File: config.mk
export PLATFORM = sky130hd
export DESIGN_NAME = lsu_ctrl
export DESIGN_NICKNAME = d
export VERILOG_FILES = /design/src/rtl/lsu_ctrl.sv
export SDC_FILE = /design/constraint.sdc
export NUM_CORES = 1
export LEC_CHECK = 0
export ABC_CLOCK_PERIOD_IN_PS = 2400
export BUFFER_PORTS_ARGS = -buffer_cell sky130_fd_sc_hd__clkbuf_2
export CAP_MARGIN = 15
export CORE_ASPECT_RATIO = 1.25
export CORE_MARGIN = 2
export CORE_UTILIZATION = 31
export DETAILED_ROUTE_END_ITERATION = 7
export PLACE_DENSITY_LB_ADDON = 0.2
export REMOVE_ABC_BUFFERS = 1
export SYNTH_ARGS = -nofsm -noshare
export SYNTH_HDL_FRONTEND = slang
export SYNTH_SLANG_ARGS = --single-unit
File: constraint.sdc
create_clock -name clk -period 2.4 [get_ports clk]
set_input_delay 0.48 -clock clk [delete_from_list [all_inputs] [get_ports clk]]
set_output_delay 0.48 -clock clk [all_outputs]
set_load 0.01 [all_outputs]
File: src/rtl/lsu_ctrl.sv
// Single-outstanding load/store unit: turns an ALU effective address into a
// word-wide memory handshake and returns aligned, extended load data.
module lsu_ctrl #(
    parameter int DATA_WIDTH    = 32,
    parameter int ADDRESS_WIDTH = 5
) (
    input  logic                     clk,
    input  logic                     rst_n,
    input  logic                     start,
    input  logic                     is_store,
    input  logic [2:0]               funct3,
    input  logic [DATA_WIDTH-1:0]    addr,
    input  logic [DATA_WIDTH-1:0]    wdata,
    input  logic [ADDRESS_WIDTH-1:0] rd,
    output logic                     mem_req,
    output logic                     mem_we,
    output logic [DATA_WIDTH-1:0]    mem_addr,
    output logic [3:0]               mem_wstrb,
    output logic [DATA_WIDTH-1:0]    mem_wdata,
    input  logic                     mem_ack,
    input  logic [DATA_WIDTH-1:0]    mem_rdata,
    output logic                     busy,
    output logic                     done,
    output logic                     fault,
    output logic                     wb_en,
    output logic [ADDRESS_WIDTH-1:0] wb_rd,
    output logic [DATA_WIDTH-1:0]    wb_data
);

    typedef enum logic [1:0] {
        S_IDLE = 2'd0,
        S_REQ  = 2'd1,
        S_DONE = 2'd2,
        S_ERR  = 2'd3
    } state_t;

    state_t                   r_state;
    logic                     r_is_store;
    logic [2:0]               r_funct3;
    logic [1:0]               r_addr_lo;
    logic [ADDRESS_WIDTH-1:0] r_rd;
    logic                     r_mem_req;
    logic                     r_mem_we;
    logic [DATA_WIDTH-1:0]    r_mem_addr;
    logic [3:0]               r_mem_wstrb;
    logic [DATA_WIDTH-1:0]    r_mem_wdata;
    logic                     r_busy;
    logic                     r_done;
    logic                     r_fault;
    logic                     r_wb_en;
    logic [ADDRESS_WIDTH-1:0] r_wb_rd;
    logic [DATA_WIDTH-1:0]    r_wb_data;

    logic                     w_legal;
    logic [3:0]               w_wstrb;
    logic [DATA_WIDTH-1:0]    w_wdata;
    logic [DATA_WIDTH-1:0]    w_load;

    function automatic logic f_legal(input logic st, input logic [2:0] f3,
                                     input logic [1:0] a);
        logic ok;
        ok = 1'b0;
        case (f3)
            3'b000:         ok = 1'b1;
            3'b001:         ok = ~a[0];
            3'b010:         ok = (a == 2'b00);
            3'b100, 3'b101: ok = ~st;
            default:        ok = 1'b0;
        endcase
        return ok;
    endfunction

    function automatic logic [3:0] f_strb(input logic [2:0] f3, input logic [1:0] a);
        logic [3:0] s;
        s = 4'b0000;
        case (f3)
            3'b000:  s = 4'b0001 << a;
            3'b001:  s = a[1] ? 4'b1100 : 4'b0011;
            3'b010:  s = 4'b1111;
            default: s = 4'b0000;
        endcase
        return s;
    endfunction

    function automatic logic [31:0] f_lanes(input logic [2:0] f3, input logic [31:0] d);
        logic [31:0] r;
        r = d;
        case (f3)
            3'b000:  r = {4{d[7:0]}};
            3'b001:  r = {2{d[15:0]}};
            default: r = d;
        endcase
        return r;
    endfunction

    function automatic logic [31:0] f_load(input logic [2:0] f3, input logic [1:0] a,
                                           input logic [31:0] d);
        logic [7:0]  b;
        logic [15:0] h;
        logic [31:0] r;
        case (a)
            2'b00:   b = d[7:0];
            2'b01:   b = d[15:8];
            2'b10:   b = d[23:16];
            default: b = d[31:24];
        endcase
        h = a[1] ? d[31:16] : d[15:0];
        case (f3)
            3'b000:  r = {{24{b[7]}}, b};
            3'b001:  r = {{16{h[15]}}, h};
            3'b100:  r = {24'd0, b};
            3'b101:  r = {16'd0, h};
            default: r = d;
        endcase
        return r;
    endfunction

    assign w_legal = f_legal(is_store, funct3, addr[1:0]);
    assign w_wstrb = f_strb(funct3, addr[1:0]);
    assign w_wdata = f_lanes(funct3, wdata);
    assign w_load  = f_load(r_funct3, r_addr_lo, mem_rdata);

    // Access sequencer; every output is a register so reset clears them asynchronously.
    always_ff @(posedge clk or negedge rst_n) begin
        if (!rst_n) begin
            r_state     <= S_IDLE;
            r_is_store  <= 1'b0;
            r_funct3    <= 3'b000;
            r_addr_lo   <= 2'b00;
            r_rd        <= '0;
            r_mem_req   <= 1'b0;
            r_mem_we    <= 1'b0;
            r_mem_addr  <= '0;
            r_mem_wstrb <= 4'b0000;
            r_mem_wdata <= '0;
            r_busy      <= 1'b0;
            r_done      <= 1'b0;
            r_fault     <= 1'b0;
            r_wb_en     <= 1'b0;
            r_wb_rd     <= '0;
            r_wb_data   <= '0;
        end else begin
            r_done  <= 1'b0;
            r_fault <= 1'b0;
            r_wb_en <= 1'b0;
            case (r_state)
                S_IDLE: begin
                    if (start) begin
                        r_is_store <= is_store;
                        r_funct3   <= funct3;
                        r_addr_lo  <= addr[1:0];
                        r_rd       <= rd;
                        r_busy     <= 1'b1;
                        if (w_legal) begin
                            r_state     <= S_REQ;
                            r_mem_req   <= 1'b1;
                            r_mem_we    <= is_store;
                            r_mem_addr  <= {addr[DATA_WIDTH-1:2], 2'b00};
                            r_mem_wstrb <= is_store ? w_wstrb : 4'b0000;
                            r_mem_wdata <= w_wdata;
                        end else begin
                            r_state <= S_ERR;
                            r_done  <= 1'b1;
                            r_fault <= 1'b1;
                        end
                    end else begin
                        r_busy <= 1'b0;
                    end
                end
                S_REQ: begin
                    if (mem_ack) begin
                        r_state     <= S_DONE;
                        r_mem_req   <= 1'b0;
                        r_mem_we    <= 1'b0;
                        r_mem_wstrb <= 4'b0000;
                        r_done      <= 1'b1;
                        if (!r_is_store) begin
                            r_wb_data <= w_load;
                            r_wb_rd   <= r_rd;
                            r_wb_en   <= (r_rd != '0);
                        end else begin
                            r_wb_en   <= 1'b0;
                        end
                    end else begin
                        r_state <= S_REQ;
                    end
                end
                S_DONE, S_ERR: begin
                    r_state <= S_IDLE;
                    r_busy  <= 1'b0;
                end
                default: begin
                    r_state   <= S_IDLE;
                    r_busy    <= 1'b0;
                    r_mem_req <= 1'b0;
                    r_mem_we  <= 1'b0;
                end
            endcase
        end
    end

    assign mem_req   = r_mem_req;
    assign mem_we    = r_mem_we;
    assign mem_addr  = r_mem_addr;
    assign mem_wstrb = r_mem_wstrb;
    assign mem_wdata = r_mem_wdata;
    assign busy      = r_busy;
    assign done      = r_done;
    assign fault     = r_fault;
    assign wb_en     = r_wb_en;
    assign wb_rd     = r_wb_rd;
    assign wb_data   = r_wb_data;

endmodule

After elaboration in Yosys (flattened, before gate mapping)
Index checks and enable logic that the tools add are counted.

Equal/unequal tests: 15. Shift-type cells: 1. Muxes and demuxes: 33. Bitwise gates (word level): 3. Reduce and logical (&&, ||, !) cells: 14.

Operator list (count): $pmux W32 S4 (1); $pmux W32 S2 (1); $pmux W8 S3 (1); $mux W4 (5); $mux W16 (1); $mux W1 (13); $eq A3 B3 Y1 const B (4); $pmux W4 S3 (1); $pmux W1 S2 (4); $pmux W4 S2 (1); $eq A2 B2 Y1 const B (3); $eq A3 B1 Y1 const B (2); $logic_not A2 Y1 (3); $logic_not A3 Y1 (2); $mux W2 (3); $ne A2 B2 Y1 const B (3); $pmux W2 S3 (1); $reduce_and A3 Y1 (2); $reduce_bool A5 Y1 (1); $eq A2 B1 Y1 const B (2); $pmux W1 S4 (1); $reduce_and A4 Y1 (1); $reduce_bool A2 Y1 (2); $reduce_or A2 Y1 (2); 4 further kinds (6).

Flip-flop bits (word level): 122. Output and inout bits: 111. Logic and storage cells: 82.

Depth between registers and ports, before layout
Depth after elaboration: 6. Mapped depth: 7. Mapped depth without buffers: 4.

Worst setup path after synthesis
No wires, ideal clock.

Path kind: input to register. Start: in funct3[1]. End: reg r_mem_wdata[20], in the netlist mem_wdata[20]. Library setup time: 125 ps. Arrival time: 1749 ps. Required time: 2275 ps. Setup slack: 527 ps. Stages: 5. Cell sequence: buf_2 > nor2_1 > buf_2 > mux2_2 > mux2_2.

Cells in the longest elaborated chain, start to end: 4.

RTL lines: from (decl) (RTL line 11) `input logic [2:0] funct3,`; $eq A3 B3 Y1 (RTL line 63) `case (f3)`; $reduce_or A2 Y1 (RTL line 63); $pmux W1 S4 (RTL line 63); $reduce_and A3 Y1 (no source line); to (signal assigned) (RTL line 160) `r_mem_wdata <= w_wdata;`; to (decl) (RTL line 46) `logic [DATA_WIDTH-1:0] r_mem_wdata;`.

Several ways; a longest one is shown, not always the timed one. A chain may end at the register's enable or synchronous reset.

Final worst setup path
Start: reg r_state[1]. End: reg r_wb_data[23], in the netlist wb_data[23].

Cells in the longest elaborated chain, start to end: 2.

RTL lines: from (decl) (RTL line 37) `state_t r_state;`; from (signal assigned) (RTL line 126) `r_state <= S_IDLE;`; from (signal assigned) (RTL line 155) `r_state <= S_REQ;`; from (signal assigned) (RTL line 162) `r_state <= S_ERR;`; $eq A2 B1 Y1 (RTL line 146) `case (r_state)`; $reduce_and A3 Y1 (no source line); to (signal assigned) (RTL line 178) `r_wb_data <= w_load;`; to (decl) (RTL line 52) `logic [DATA_WIDTH-1:0] r_wb_data;`.

No other way between the ends.

==> reports/qor.yml <==
outcome:
  status: "finished, final reports clean"
global_route:
  grt.overflow.total: 0
  grt_usage: 0.171
  grt_max_degree: 52
  grt_pass1_wl_mm: 25.4
  antenna_found_initial: 0
  grt_pass1_vias: 4867
detailed_routing:
  wl_met1_mm: 6.65
  drt_first_pass_iters: 4
  top_layer_used: "met4"
  drt-initial-drc-count: 225
  drtAntennaViolNets: 0
  dr_wl_met3_mm: 1.45
  wl_per_cell_um: 16.8
  finalWirelength_mm: 15.8
  vias: 4575
  drcViolationCount: 0
  wl_met2_mm: 7.54
  viasPerCell: 4.87
sta:
  finalHoldViolCount: 0
  grt_setup_unrepaired: "false"
  finalMaxSlewViolations: 0
  max_slew_margin: 0.249
  post-route-period-util: 0.810
  whs_ns: 0.0651
  fin_tns_setup_ns: 0
  worst_slew_pin_slew_ns: 1.12
  fin_skew_ns: 0.00971
  finalSetupViolCount: 0
  max_freq_mhz: 514
  period_needed_ns: 1.94
critical_path:
  rr_startpoint: "r_state[1]$_DFFE_PN0N_"
  r2r_cells: 4
  reg2reg_to: "wb_data[23]$_DFFE_PN0P_"
  crit_fanout: 16
  rrSetupSlack_ns: 0.46
  max_stage_delay_ns: 0.86
  startpoint_type: "flop"
  worst-path-buf-inv: 0
  path_depth: 4
  worst_path_max_delay_cell: "nor3_2"
  crit_path_end_kind: "flop"
  crit_chain: "nand4bb_2 > nor3_2 > a21oi_1 > o21ai_0"
  critical_path_class: "flop to flop"
  worstPathRequired_ns: 2.72
  critical_path.top_delay_family: "simple AND/OR/NAND/NOR gates"
  critPathArrivalTime_ns: 2.26
clock_tree:
  cts_hold_buffers: 0
  cts_buffers: 17
  clk_latency_ns: 0.42
  cts_setup_buffers: 0
  htree_num_levels: 4
  cts_buffer_depth: 2
  cts.clk_slew.worst_paths_ns: 0.06
  ctsResizeCount: 0
  cts_root_buf: "clkbuf_16"
  cts_tree: "built"
  cts_sinks: 122
synthesis:
  synth_top_area_cell: "dfrtp_1"
  avgSynthCellArea_um2: 11.7
  seq_area_frac_synth: 0.546
  async_flop_share: 1.00
  netlist_area_um2: 5590
  netlist.area_leader.share: 0.546
  synth_edf_count: 0
  synth_cells: 479
  ys_top_cells_by_area: "dfrtp_1 55%, mux2_2 15%, mux2i_1 3.9%"
  ys_ff_latch: 122
  ys_types: 38
  ys.warnings.count: 0
  ys.flop_type: "dfrtp_1"
min_path:
  hold_class: "input port to asynchronous set/reset pin"
placed_design:
  portBuffers: 217
  dp_hpwl_mm: 11.4
  dp_cells: 908
  place_congestion: 0.786
final_layout:
  layout_common_cells: "216 x clkbuf_2, 122 x dfrtp_1, 72 x mux2_2"
  area_growth_pct: 34.9
  utilization: 0.429
  n_antenna_cell: 0
  final_nets: 812
  stdcell_count: 940
  final_common_cell: "clkbuf_2"
  drive_gt1_frac: 0.486
  n_fill_cell: 1738
job:
  cap_violations: 0
power:
  p_leak_nw: 3.60
  finalPower_mw: 10.0
  p_per_area_nw_per_um2: 1330
  ir_drop_mv: 0.623
floorplanning:
  coreArea_um2: 17600
  start_util: 0.318
  num_io_pins: 220
  die_y_um: 154
  die_area_um2: 19100
  rows: 54
  die_w_um: 124
[stage by stage]
stage               setup slack (ns)  instance area (um2)
finish                         0.455                 7540
global route                   0.244                 7540
CTS                            0.442                 7540
detailed placement             0.376                 6940
global placement               0.447                 6940
floorplan                     -0.385                 5410
[worst reg2reg max path: stages, from the launching register on]
cell and delay [ns]:
dfrtp_1 0.44, nand4bb_2 0.28, nor3_2 0.86, a21oi_1 0.06, o21ai_0 0.21
[synth_stat cells (2+ instances only)]
master / n
nor2_1: 23
inv_1: 4
a21o_1: 2
o21ai_1: 7
clkinv_1: 2
dfrtp_1: 122
mux2i_1: 22
buf_2: 11
nor2b_1: 2
buf_1: 3
a21oi_1: 36
or3_1: 7
mux2_2: 72
o211ai_1: 17
nor3_1: 3
nand2_1: 49
mux2_1: 14
buf_4: 7
o21ai_0: 40
nor3_2: 2
clkbuf_1: 5
o22ai_1: 8
nand2b_1: 4
buf_6: 3
[per-layer routing]
metal,vias to the layer above,GRT usage
li1,2155,-
met1,2230,0.212
met2,179,0.272
met3,11,0.0694
met4,0,0.0487
met5,-,0
[area by class of cell]
type,instances,area [um2],share of cell area
clock buffer,18,439,0.0582
clock inverter,14,161,0.0214
inverter,6,22.5,0.00299
multi-input combinational,322,2340,0.311
sequential,122,3050,0.405
tap,224,280,0.0372
timing repair buffer,234,1240,0.165
[flip-flops by register name, summed over array words and instances, names as in the netlist]
name        flops
fault           1
wb_en           1
r_funct3        3
mem_we          1
busy            1
r_rd            5
mem_wstrb       4
wb_data        32
r_state         2
done            1
mem_req         1
r_is_store      1
r_addr_lo       2
mem_wdata      32
wb_rd           5
mem_addr       30
[worst max path at each step]
| stage | start | end | slack, ns |
|---|---|---|---|
| 6_report | r_state[1]$_DFFE_PN0N_ | wb_data[23]$_DFFE_PN0P_ | 0.46 |
| 5_1_grt | r_state[1]$_DFFE_PN0N_ | wb_data[31]$_DFFE_PN0P_ | 0.24 |
| 4_1_cts | r_state[1]$_DFFE_PN0N_ | wb_data[27]$_DFFE_PN0P_ | 0.44 |
| 3_5_place_dp | funct3[1] | mem_addr[5]$_DFFE_PN0P_ | 0.38 |
| 3_3_place_gp | funct3[1] | mem_addr[13]$_DFFE_PN0P_ | 0.45 |
| 2_1_floorplan | r_state[1]$_DFFE_PN0N_ | wb_data[16]$_DFFE_PN0P_ | -0.39 |
[power by group]
group	internal [mW]	total [mW]	switching, mW
registers	3.07	3.72	0.651
logic	1.71	3.68	1.96
clock network	1.58	2.60	1.02
[cells by family after synthesis]
group | after synthesis | share of synthesized area
AOI/OAI and AO/OA | 116 | 0.122
buffers and inverters | 36 | 0.0374
DFF | 122 | 0.546
muxes | 109 | 0.217
other | 1 | 0.000671
and+or+nand+nor | 95 | 0.0770
(Power assumes the default switching activity.)
